## src/rtl/logic_and_or_not_ctrl.sv

```systemverilog
// Start/stop decision logic for the magnetron latch: synchronizes panel and
// interlock inputs and registers set/reset commands plus the magnetron state.
module logic_and_or_not_ctrl #(
  parameter int unsigned SYNC_STAGES = 2
) (
  input  logic clk,
  input  logic rst_n,
  input  logic start,
  input  logic stop,
  input  logic clear,
  input  logic door_closed,
  input  logic timer_done,
  output logic set,
  output logic reset,
  output logic mag_on
);

  localparam int unsigned NUM_IN  = 5;
  localparam int unsigned IDX_STA = 0;
  localparam int unsigned IDX_STO = 1;
  localparam int unsigned IDX_CLR = 2;
  localparam int unsigned IDX_DOR = 3;
  localparam int unsigned IDX_TMR = 4;

  logic [NUM_IN-1:0] raw_in;
  logic [NUM_IN-1:0] sync_q [SYNC_STAGES];

  logic s_start;
  logic s_stop;
  logic s_clear;
  logic s_door;
  logic s_timer;

  logic kill;
  logic set_nxt;
  logic reset_nxt;
  logic mag_on_nxt;

  assign raw_in = {timer_done, door_closed, clear, stop, start};

  // Per-input synchronizer chain; clearing it makes the door read as open.
  always_ff @(posedge clk or negedge rst_n) begin
    if (!rst_n) begin
      for (int i = 0; i < int'(SYNC_STAGES); i++) begin
        sync_q[i] <= '0;
      end
    end else begin
      sync_q[0] <= raw_in;
      for (int i = 1; i < int'(SYNC_STAGES); i++) begin
        sync_q[i] <= sync_q[i-1];
      end
    end
  end

  assign s_start = sync_q[SYNC_STAGES-1][IDX_STA];
  assign s_stop  = sync_q[SYNC_STAGES-1][IDX_STO];
  assign s_clear = sync_q[SYNC_STAGES-1][IDX_CLR];
  assign s_door  = sync_q[SYNC_STAGES-1][IDX_DOR];
  assign s_timer = sync_q[SYNC_STAGES-1][IDX_TMR];

  // Any kill condition overrides start, so set and reset never coincide.
  always_comb begin
    kill       = 1'b0;
    set_nxt    = 1'b0;
    reset_nxt  = 1'b0;
    mag_on_nxt = mag_on;

    kill      = s_stop | s_clear | s_timer | ~s_door;
    set_nxt   = s_start & ~kill;
    reset_nxt = kill;

    if (reset_nxt) begin
      mag_on_nxt = 1'b0;
    end else if (set_nxt) begin
      mag_on_nxt = 1'b1;
    end
  end

  always_ff @(posedge clk or negedge rst_n) begin
    if (!rst_n) begin
      set    <= 1'b0;
      reset  <= 1'b0;
      mag_on <= 1'b0;
    end else begin
      set    <= set_nxt;
      reset  <= reset_nxt;
      mag_on <= mag_on_nxt;
    end
  end

endmodule

```

## config.mk

```make
export PLATFORM = sky130hd
export DESIGN_NAME = logic_and_or_not_ctrl
export DESIGN_NICKNAME = d
export VERILOG_FILES = /design/src/rtl/logic_and_or_not_ctrl.sv
export SDC_FILE = /design/constraint.sdc
export NUM_CORES = 1
export LEC_CHECK = 0
export CORE_AREA = 2 2 39 41
export CTS_CLUSTER_DIAMETER = 100
export DETAILED_ROUTE_END_ITERATION = 7
export DIE_AREA = 0 0 41 43
export PLACE_DENSITY = 0.54
export SLEW_MARGIN = 30
export SYNTH_ARGS = -nofsm -noshare
export SYNTH_HDL_FRONTEND = slang
export SYNTH_SLANG_ARGS = --single-unit
```

## constraint.sdc

```tcl
create_clock -name clk -period 2.7 [get_ports clk]
set_input_delay 0.54 -clock clk [delete_from_list [all_inputs] [get_ports clk]]
set_output_delay 0.54 -clock clk [all_outputs]
set_load 0.01 [all_outputs]
```

# Word-level counts from Yosys, hierarchy flattened
# Index checks and enable logic that the tools add are counted.
# totals
reg_bits,13
output_inout_bits,3
in_bits,7
# op_classes
n_bitwise,6
n_mux,2
n_reduce_logical,1
# op_table
op,count
$or A1 B1 Y1,3
$mux W1,2
$not A1 Y1,2
$reduce_bool A2 Y1,1
$and A1 B1 Y1,1

# Depth between registers and ports, before layout
# Gate-level depths: netlist (run 1).
# logic_depth
depth_word,7
mapped_depth,2
ltp_nobuf,2

# Worst setup path before layout (run 1)
# Ideal clock, no wire load.
# synth_path
kind,register to output
startpoint,reg mag_on
endpoint,out mag_on
stages_incl_launch_ff,1
arrival_ns,0.385
required_time_ns,2.160
slack_ns,1.775
path_cell_list,dfrtp_1
# synth_lines
item,line,rtl
"start, declared",15,output logic mag_on
"start signal, assigned",87,mag_on <= mag_on_nxt;
# No word-level cell between the ends.

# Worst setup path in the final report (run 1)
# layout_path
startpoint,reg mag_on
endpoint,out mag_on
# No word-level cell between the ends.

==> results by stage, run 1 <==
Global route:
- In the global route stage, overall resource usage came out at 0.06701.
- The wire length of the first global-routing pass is 676 µm.
- The via count of the first global-routing pass was 158.
- The global-route congestion overflow total is 0.
- The number of antenna violations at the first check in global routing was 0.
- The pin count of the biggest net entering global routing is 14.

Setup path:
- The largest incremental delay on the critical path is 0.53 ns.
- For the worst setup path, the data required time is 2.16 ns.
- The worst setup path is launched from a flop.
- The maximum fanout along the worst path is 2.
- For this design, the slowest cell found on the critical path is clkdlybuf4s50_1.
- In this run the worst setup path begins at mag_on.
- At the worst endpoint, the arrival time is 1.14 ns.
- The startpoint of the most critical register-to-register path is s_clear.
- The family of cells with the greatest summed delay on the critical path is buffers and inverters.
- The worst setup path is captured at an output pin.
- The critical path start-end classification is flop to output pin.
- The number of buffers and inverters on the critical path is 1.
- Traced cell by cell, the critical path runs through clkdlybuf4s50_1.

Synthesis:
- The average footprint of a synthesized cell is 21.56 µm².
- The synthesized netlist net count is 24.
- The cell count after synthesis came out at 17.
- The number of different library cells in the post-synthesis netlist is 5.
- The Yosys step of the flow raised 0 warnings.
- The cell area after technology mapping is 366.6 µm².
- The flip-flop and latch count after synthesis is 13.
- The sequential area share after synthesis is 0.8874.

Finish:
- The final layout net count is 38.
- In the layout the commonest cells are dfrtp_1 (13), clkdlybuf4s50_1 (9), clkbuf_4 (3).
- Relative to the synthesized area, the layout overhead comes to 37.20%.
- The end-of-flow core utilization is 0.3635.
- The number of antenna diodes is 0.
- The fraction of layout cells with a size suffix above 1 is 0.1333.
- The most common cell after layout, fill and taps aside is dfrtp_1.
- After routing the design area is 503.0 µm².

Placement:
- The global placement routability congestion is 0.6175.
- The placed instances occupy a cell area of 476.7 µm².
- During placement, the flow inserted port buffers numbering 9.

Detailed routing:
- The routed layout has 173 vias.
- Dividing the detail-routed wire length by the instance count gives 8.174 µm.
- After detailed routing, the number of vias per cell comes to 3.761.
- The pre-antenna-repair detailed-routing pass consisted of 2 iterations.
- The wire length after detailed routing is 376 µm.
- The remaining antenna violation count is 0.
- After the first detailed-routing iteration, the DRC count stood at 1.
- After detailed routing, the number of remaining DRC violations is 0.

Power and ir drop:
- The internal portion of the total power is 270.6 µW.
- The ratio of total power to cell area is 663.7 nW/µm².
- Of the total power, the clock network draws 0.335.
- Of the total power, combinational logic draws 0.047.
- The share of power burned in registers is 0.618.
- Of the total power, the share spent switching nets is 0.1894.
- The worst-case IR drop observed on VDD is 0.2620 mV.
- The net switching power of the design is 63.22 µW.
- The leakage power summed over all cells is 0.0002168 µW.

Timing:
- For this run, the top clock speed supported by timing is 0.5956 GHz.
- Of the available clock period, the critical path in the final layout requires 0.6218.
- The summed negative setup slack over all endpoints is 0 ns.
- The number of failing setup endpoints in the final timing report is 0.
- The clock arrives with 0.0005623 ns of skew.
- The number of hold violations in the final report is 0.
- The headroom to the max-slew limit is 0.6445.
- The time the worst path needs with I/O delays and setup is 1.679 ns.
- Setup repair after global routing left no endpoint under its margin.
- The final number of max-transition violations is 0.
- For the pin with the worst max-slew slack, the measured transition is 0.5316 ns.

Flow run:
- The max-cap check violation count is 0.

Clock network:
- The maximum clock path buffer count is 2.
- After clock tree synthesis, the setup repair step added 0 buffers.
- The H-tree level count is 1.
- The post-cts resize count is 0.
- Clock tree synthesis found a total of 13 sinks.
- Clock tree synthesis inserted a total of 3 buffers.
- The clock reaches the later pin of the worst-skew pair after 0.26 ns.
- The clock slew at the register clock pins of the worst setup and hold paths is 0.07 ns.
- Clock tree synthesis selected as its root buffer the cell clkbuf_4.
- TritonCTS built the clock tree.
- The number of hold buffers added after CTS was 0.

Hold path:
- In this run the most critical hold path is launched from sync_q[8].
- In this run the worst hold path is classified as flop to flop.

Floorplan:
- The vertical extent of the die is 43 µm.
- For this configuration, the core starts out at a cell density of 0.2649.
- The die is 41 µm wide.
- The I/O pin total is 10.
- The placeable core region is 1384 µm².
- After floorplanning, the core was divided into 14 placement rows.
- The die footprint is 1763 µm².

Run status:
- The flow ran to the end, and the final reports show no timing, DRC or antenna violations.
synthesized netlist by cell type:
master / count / area share
inv_1: 1 / 0.010
o21a_1: 1 / 0.020
and2_1: 1 / 0.017
dfrtp_1: 13 / 0.89
nor4b_4: 1 / 0.065
area by class of cell:
type,instances,area (µm²)
clock buffer,4,26.28
timing repair buffer,9,90.09
tap,16,20.02
multi-input combinational,3,37.54
fill,121,880.8
inverter,1,3.754
sequential,13,325.3
per-stage QoR:
step	total power, µW	hold slack (ns)	setup WS [ns]	cells
after floorplan	212.2	0.2444	1.775	17
after global placement	225.7	0.3326	1.308	42
after detailed placement	226.6	0.3363	1.303	42
after CTS	342.6	0.3535	1.001	46
after global routing	352.0	0.3591	0.9557	46
final	333.8	0.3515	1.021	46
kinds of logic (layout without fill, tap and decap cells):
family                 after synthesis  after routing  synth area share
AO/OA/AOI/OAI                        1              1           0.02049
buffers and inverters                1             14           0.01023
flip-flops                          13             13            0.8874
AND/OR/NAND/NOR                      2              2           0.08191
power by group through the flow:
stage	registers (µW)	clock network, µW	logic (µW)
2_1_floorplan	210	0	1.88
3_3_place_gp	210	0	15.8
3_5_place_dp	210	0	16.3
4_1_cts	206	120	16.3
5_1_grt	207	127	17.7
6_report	206	112	15.8
sequential cells by signal, summed over array words and instances, names as in the netlist:
signal	count
s_door	1
s_stop	1
set	1
s_clear	1
s_start	1
sync_q	5
s_timer	1
mag_on	1
reset	1
path summary, 6_finish.rpt:
kind,cells past startpoint,slack (ns),end
max in group asynchronous,1,1.73,mag_on
min in group asynchronous,1,0.62,sync_q[7]
hold / removal,0,0.35,s_door
setup reg to reg,2,1.77,set
hold reg to reg,0,0.35,s_door
setup / recovery,1,1.02,mag_on
metal layers:
| metal | global-route usage | up-vias | share of wire |
|---|---|---|---|
| met5 | 0 | - | 0 |
| met4 | 0.08000 | 0 | 0 |
| met3 | 0.04712 | 0 | 0.088 |
| met2 | 0.06563 | 9 | 0.52 |
| met1 | 0.08070 | 84 | 0.40 |
| li1 | - | 80 | - |
No activity file was read; power rests on OpenSTA's default activity.
==> inputs of run 2 (changes only) <==
Settings changed: PLACE_DENSITY 0.54 to 0.55.
Clock period 2.7 ns to 1.5 ns, I/O delays scaled along.
==> results by stage, run 2 (same netlist as run 1, synthesis figures left out) <==
Placement:
- The number of port buffers is 9.
- The global placement routability congestion is 0.6001.
- The instance count after placement with tap cells included is 42.

Detailed routing:
- The detail route stage leaves a number of antenna-violating nets equal to 0.
- The total via count after detailed routing is 178.
- After detailed routing, the total wire length is 431 µm.
- The number of remaining DRC errors is 0.
- In the final routed layout, each cell accounts on average for 9.370 µm.
- After detailed routing, the number of vias per cell comes to 3.870.
- The detailed-router iteration count before antenna repair is 2.
- The number of design-rule violations left by the first detailed-router iteration is 4.

Setup path:
- In this run the number of cells on the critical path is 1.
- The critical path start-end classification is flop to output pin.
- STA classifies the critical path endpoint as an output pin.
- The length in cells of the worst reg-to-reg path is 2.
- Data on the critical path arrives at its endpoint at 1.15 ns.
- Broken down by cell family, the worst path's largest delay share belongs to buffers and inverters.
- The cell with the largest stage delay on the worst path is clkdlybuf4s50_1.
- The number of buffers and inverters on the critical path is 1.
- For the worst setup path, the data required time is 1.20 ns.
- Walking the worst path, the cells encountered are clkdlybuf4s50_1.
- The largest single stage delay on the critical path is 0.53 ns.
- The kind of start point of the critical path is a flop.
- Of all nets on the critical path, the largest fanout is 2.

Run status:
- The run finished with clean final reports.

Finish:
- The library cell used most frequently in the layout, excluding fill and tap cells, is dfrtp_1.
- The register with the most flip-flops in the layout has 5 of them.
- The number of antenna diodes in the final layout is 0.
- Of the cells placed in the final design, the portion with a size suffix greater than 1 is 0.1333.
- The area growth from synthesis to layout is 37.20%.
- The register with the most flip-flops in the final layout is sync_q.
- In the final layout, the multi-input gates occupy 37.54 µm².
- Leaving out fill and tap cells, the most frequent cells in the layout are dfrtp_1 (13), clkdlybuf4s50_1 (9), clkbuf_4 (3).
- The number of standard cells in the final layout excluding fillers is 46.
- At the end of the flow the core is filled with cells to 0.3635.
- Registers take 325.3 µm².
- Counting the fill cells in the layout gives 138.
- For this run, the post-layout net count is 38.

Clock network:
- The post-cts resize count is 0.
- The number of hold buffers added after CTS was 0.
- The number of buffers created by CTS is 3.
- The CTS tree is yes.
- Counting along the longest clock path gives a buffer depth of 2.
- The clock drives 13 sinks.
- The later-pin clock latency in the skew report is 0.27 ns.
- After clock tree synthesis, the clock-pin slew on the worst setup and hold paths is 0.07 ns.
- The CTS root buffer is clkbuf_4.
- The H-tree level count is 1.
- Buffers added to address setup during post-CTS repair amount to 0.

Global route:
- The number of antenna violations at the first check in global routing is 0.
- The wire length of the first global-routing pass is 724 µm.
- The global-route congestion overflow total is 0.
- The pin count of the biggest net entering global routing is 14.
- The overall routing resource usage is 0.07077.
- The via count of the first global-routing pass came to 205.

Floorplan:
- The placeable core region is 1384 µm².
- The die covers 1763 µm².
- 10 I/O pins were placed.
- The overall die width is 41 µm.
- The starting utilization of the core area is 0.2649.
- The standard-cell row count is 14.
- From bottom edge to top edge, the die measures 43 µm.

Timing:
- Derived from the worst setup path, the maximum achievable clock frequency is 0.6914 GHz.
- The final number of max-transition violations is 0.
- At the pin with the least slew margin, the transition time is 0.5472 ns.
- On the final layout, the worst clock skew is 0.003268 ns.
- The headroom to the max-slew limit is 0.6341.
- The number of failing setup endpoints in the final timing report is 0.
- The number of hold violations in the final report came to 0.
- In the finished design, the share of the clock period the worst path needs comes to 0.9643.
- Setup repair after global routing left no endpoint under its margin.
- Adding up every negative setup slack in the final design gives 0 ns.
- The worst path in the final design needs a cycle of 1.446 ns, including I/O delays and setup.

Power and ir drop:
- The leakage power summed over all cells is 0.0002168 µW.
- Dividing total power by cell area gives a power density of 1208 nW/µm².
- VDD sags by at most 0.5163 mV.

Hold path:
- Counting instances, the worst hold path has a depth of 0.
- The tightest min-delay check is of the flop to flop type.

Flow run:
- The tool flagged a number of max-cap violations equal to 0.
[run 2: cell counts in the layout (fill, tap and decap cells not counted)]
Identical to the previous run, type by type.
[run 2: area by class of cell]
| class | count | area share |
|---|---|---|
| clock buffer | 4 | 0.05224 |
| inverter | 1 | 0.007463 |
| multi-input combinational | 3 | 0.07463 |
| sequential | 13 | 0.6468 |
| tap | 16 | 0.03980 |
| timing repair buffer | 9 | 0.1791 |
[run 2: path summary, 6_finish.rpt]
path / to / startpoint / slack, ns
worst max-delay path: mag_on / mag_on / 0.05
worst min-delay path: s_timer / sync_q[9] / 0.35
worst max register to register: set / s_clear / 0.57
worst min register to register: s_timer / sync_q[9] / 0.35
max in group asynchronous: set / rst_n / 0.76
min in group asynchronous: reset / rst_n / 0.38
[run 2: power by group]
part | total (µW) | leakage [µW] | internal [µW] | switching [µW]
Clock | 208 | 0.0000150 | 103 | 105
Sequential | 372 | 0.000153 | 365 | 6.50
Combinational | 28.3 | 0.0000484 | 18.8 | 9.56
Total | 608 | 0.000217 | 487 | 121
[run 2: per-layer routing]
layer,vias to the layer above,part of all wire,GRT usage
met4,0,0.012,0.1000
met2,12,0.52,0.09688
met5,-,0,0
li1,80,-,-
met3,2,0.11,0.03141
met1,84,0.35,0.05862
[run 2: stage by stage]
step	cell area (µm²)	hold slack, ns	total power (µW)	worst slack, ns
CTS	503.0	0.3521	620.0	0.03162
floorplan	366.6	0.004409	381.9	0.6285
finish	503.0	0.3526	607.7	0.05357
global placement	476.7	0.3315	406.2	0.3473
detailed placement	476.7	0.3355	408.5	0.3412
global route	503.0	0.3634	635.4	0.001611
==> inputs of run 3 (changes only) <==
--- a/config.mk
+++ b/config.mk
@@ -6,5 +6,7 @@
 export NUM_CORES = 1
 export LEC_CHECK = 0
+export CAP_MARGIN = 10
 export CORE_AREA = 2 2 39 41
+export CTS_BUF_LIST = sky130_fd_sc_hd__clkbuf_8
 export CTS_CLUSTER_DIAMETER = 100
 export DETAILED_ROUTE_END_ITERATION = 7
==> constraint.sdc (replaced) <==
create_clock -name clk -period 1.5 [get_ports clk]
set_input_delay 0.45 -clock clk [delete_from_list [all_inputs] [get_ports clk]]
set_output_delay 0.45 -clock clk [all_outputs]
set_load 0.01 [all_outputs]
==> results by stage, run 3 (same netlist as run 1, synthesis figures left out) <==
Clock network:
- The CTS tree is yes.
- The H-tree level count is 1.
- Counting along the longest clock path gives a buffer depth of 2.
- The clock slew at the register clock pins of the worst setup and hold paths is 0.05 ns.
- The hold buffer count at CTS is 0.
- Clock tree synthesis inserted a total of 3 buffers.
- The tree is rooted in a clkbuf_8.
- The clock reaches the later pin of the worst-skew pair after 0.23 ns.
- The tree built by TritonCTS fans out to 13 sinks.

Floorplan:
- For this configuration, the core starts out at a cell density of 0.2649.
- The standard-cell row count is 14.
- The overall die width is 41 µm.
- The placeable core region is 1384 µm².
- In this run the vertical extent of the chip is 43 µm.
- The I/O pin total is 10.
- The die footprint is 1763 µm².

Finish:
- Compared with the post-synthesis result, the final layout area differs by 41.30%.
- The number of antenna diodes in the final layout is 0.
- The fraction of layout cells with a size suffix above 1 is 0.1333.
- The number of fill cells is 135.
- The area taken by flip-flops and latches is 325.3 µm².
- The final layout net count is 38.
- The largest register by flop count is sync_q.
- The top cell types in the final layout, fill and taps aside, are dfrtp_1 (13), clkdlybuf4s50_1 (6), clkbuf_8 (3), dlygate4sd2_1 (3), inv_1 (2).
- The number of flip-flops in the largest register is 5.
- The most common cell after layout, fill and taps aside is dfrtp_1.
- The footprint of the multi-input gates is 37.54 µm².

Timing:
- The setup slack after layout is 0.1653 ns.
- The clock period could shrink to 1.335 ns.
- The headroom to the max-slew limit is 0.6329.
- The worst-margin pin slew is 0.5490 ns.
- The fraction of the cycle the final worst path needs is 0.8898.
- The number of failing setup endpoints in the final timing report is 0.
- Summed over all failing endpoints, the final setup total negative slack is 0 ns.
- The final number of max-transition violations is 0.
- Setup repair after global routing left no endpoint under its margin.
- Between clock sinks in the finished design, the worst skew comes to 0.002009 ns.
- Timing would allow up to 0.7492 GHz.
- The number of hold violations in the final report is 0.

Flow run:
- Across the run, the number of max-cap violations was 0.

Setup path:
- The kind of end point of the critical path is an output pin.
- The arrival time at the worst endpoint is 0.88 ns.
- Grouping stages by cell kind, the critical path spends the most delay in flip-flops.
- For this run, the slowest stage of the critical path takes 0.37 ns.
- For flop-to-flop paths, the worst setup slack is 0.58 ns.
- In this run the worst path has a maximum fanout of 2.
- The length in cells of the worst reg-to-reg path is 2.
- Counting both buffers and inverters, the worst setup path holds a total of 1.
- The signal on the critical path passes through dlygate4sd2_1.
- The critical path is of the flop to output pin type.
- The required time reported for the critical path endpoint is 1.05 ns.
- The worst setup path is launched from a flop.
- The slowest stage of the critical path is the dfrtp_1 cell.
- In this run the number of cells on the critical path is 1.

Hold path:
- The cell count of the worst hold path is 0.
- The worst hold path belongs to the class flop to flop.

Detailed routing:
- The wire length after detailed routing is 421 µm.
- The first routing iteration left 0 violations.
- The detailed-router iteration count before antenna repair is 1.
- The routed layout has 174 vias.
- The remaining antenna violation count is 0.
- The number of remaining DRC errors is 0.
- In the routed layout, each cell is associated on average with a via count of 3.783.
- The detailed-route wire length per cell is 9.152 µm.

Global route:
- The number of antenna violations at the first check in global routing is 0.
- Entering global routing, the biggest net connects 14 pins.
- The global-route congestion overflow total is 0.
- The first global-routing pass estimated 731 µm of wire.
- The via count of the first global-routing pass is 199.
- In the global route stage, overall resource usage came out at 0.07077.

Power and ir drop:
- The leakage power summed over all cells is 0.0002363 µW.
- The maximum VDD drop is 0.5485 mV.
- The ratio of total power to cell area is 1332 nW/µm².

Placement:
- The worst setup slack after placement is 0.1912 ns.
- The number of port buffers is 9.
- The congestion estimate from routability-driven global placement came to 0.6003.

Run status:
- The run finished with clean final reports.
[run 3: cell types whose count changed in the layout (fill, tap and decap cells not counted), sizes merged]
cell / change
inv: +1
clkdlybuf4s50: -3
clkbuf: -1
dlygate4sd2: +3
[run 3: worst paths after layout]
path | startpoint | to
max in group asynchronous | rst_n | sync_q[7]
min reg2reg | sync_q[9] | s_timer
max reg2reg | s_clear | set
min | sync_q[9] | s_timer
max | mag_on | mag_on
min in group asynchronous | rst_n | s_door
[run 3: timing repair]
action,4_1_cts,5_1_grt
buffers inserted,0,0
setup endpoints to repair,3,0
resized for setup,3,0
[run 3: where the power goes]
group / internal (µW) / switching (µW)
clock network: 180 / 110
logic: 17.7 / 9.59
registers: 367 / 6.40
total: 564 / 126
[run 3: cell type report]
type / count / share of cell area
inverters: 1 / 0.007246
multi-input cells: 3 / 0.07246
clock buffers: 3 / 0.07971
flip-flops and latches: 13 / 0.6280
repair buffers: 9 / 0.1667
well taps: 16 / 0.03865
clock inverters: 1 / 0.007246
[run 3: routing by layer]
metal,share of wire,global-route usage,wire length (µm)
met5,0,0,0
met4,0,0.08000,0
met3,0.11,0.04712,47
met2,0.55,0.1000,230
met1,0.34,0.05517,143
[run 3: stage by stage]
step / hold WS [ns] / std cells / cell area [µm²] / power [µW] / utilization
CTS: 0.3469 / 46 / 518.0 / 701.7 / 0.3743
global route: 0.3568 / 46 / 518.0 / 721.7 / 0.3743
detailed placement: 0.3355 / 42 / 476.7 / 408.5 / 0.3445
finish: 0.3452 / 46 / 518.0 / 689.8 / 0.3743
floorplan: 0.1544 / 17 / 366.6 / 381.9 / -
global placement: 0.3315 / 42 / 476.7 / 406.2 / 0.3445
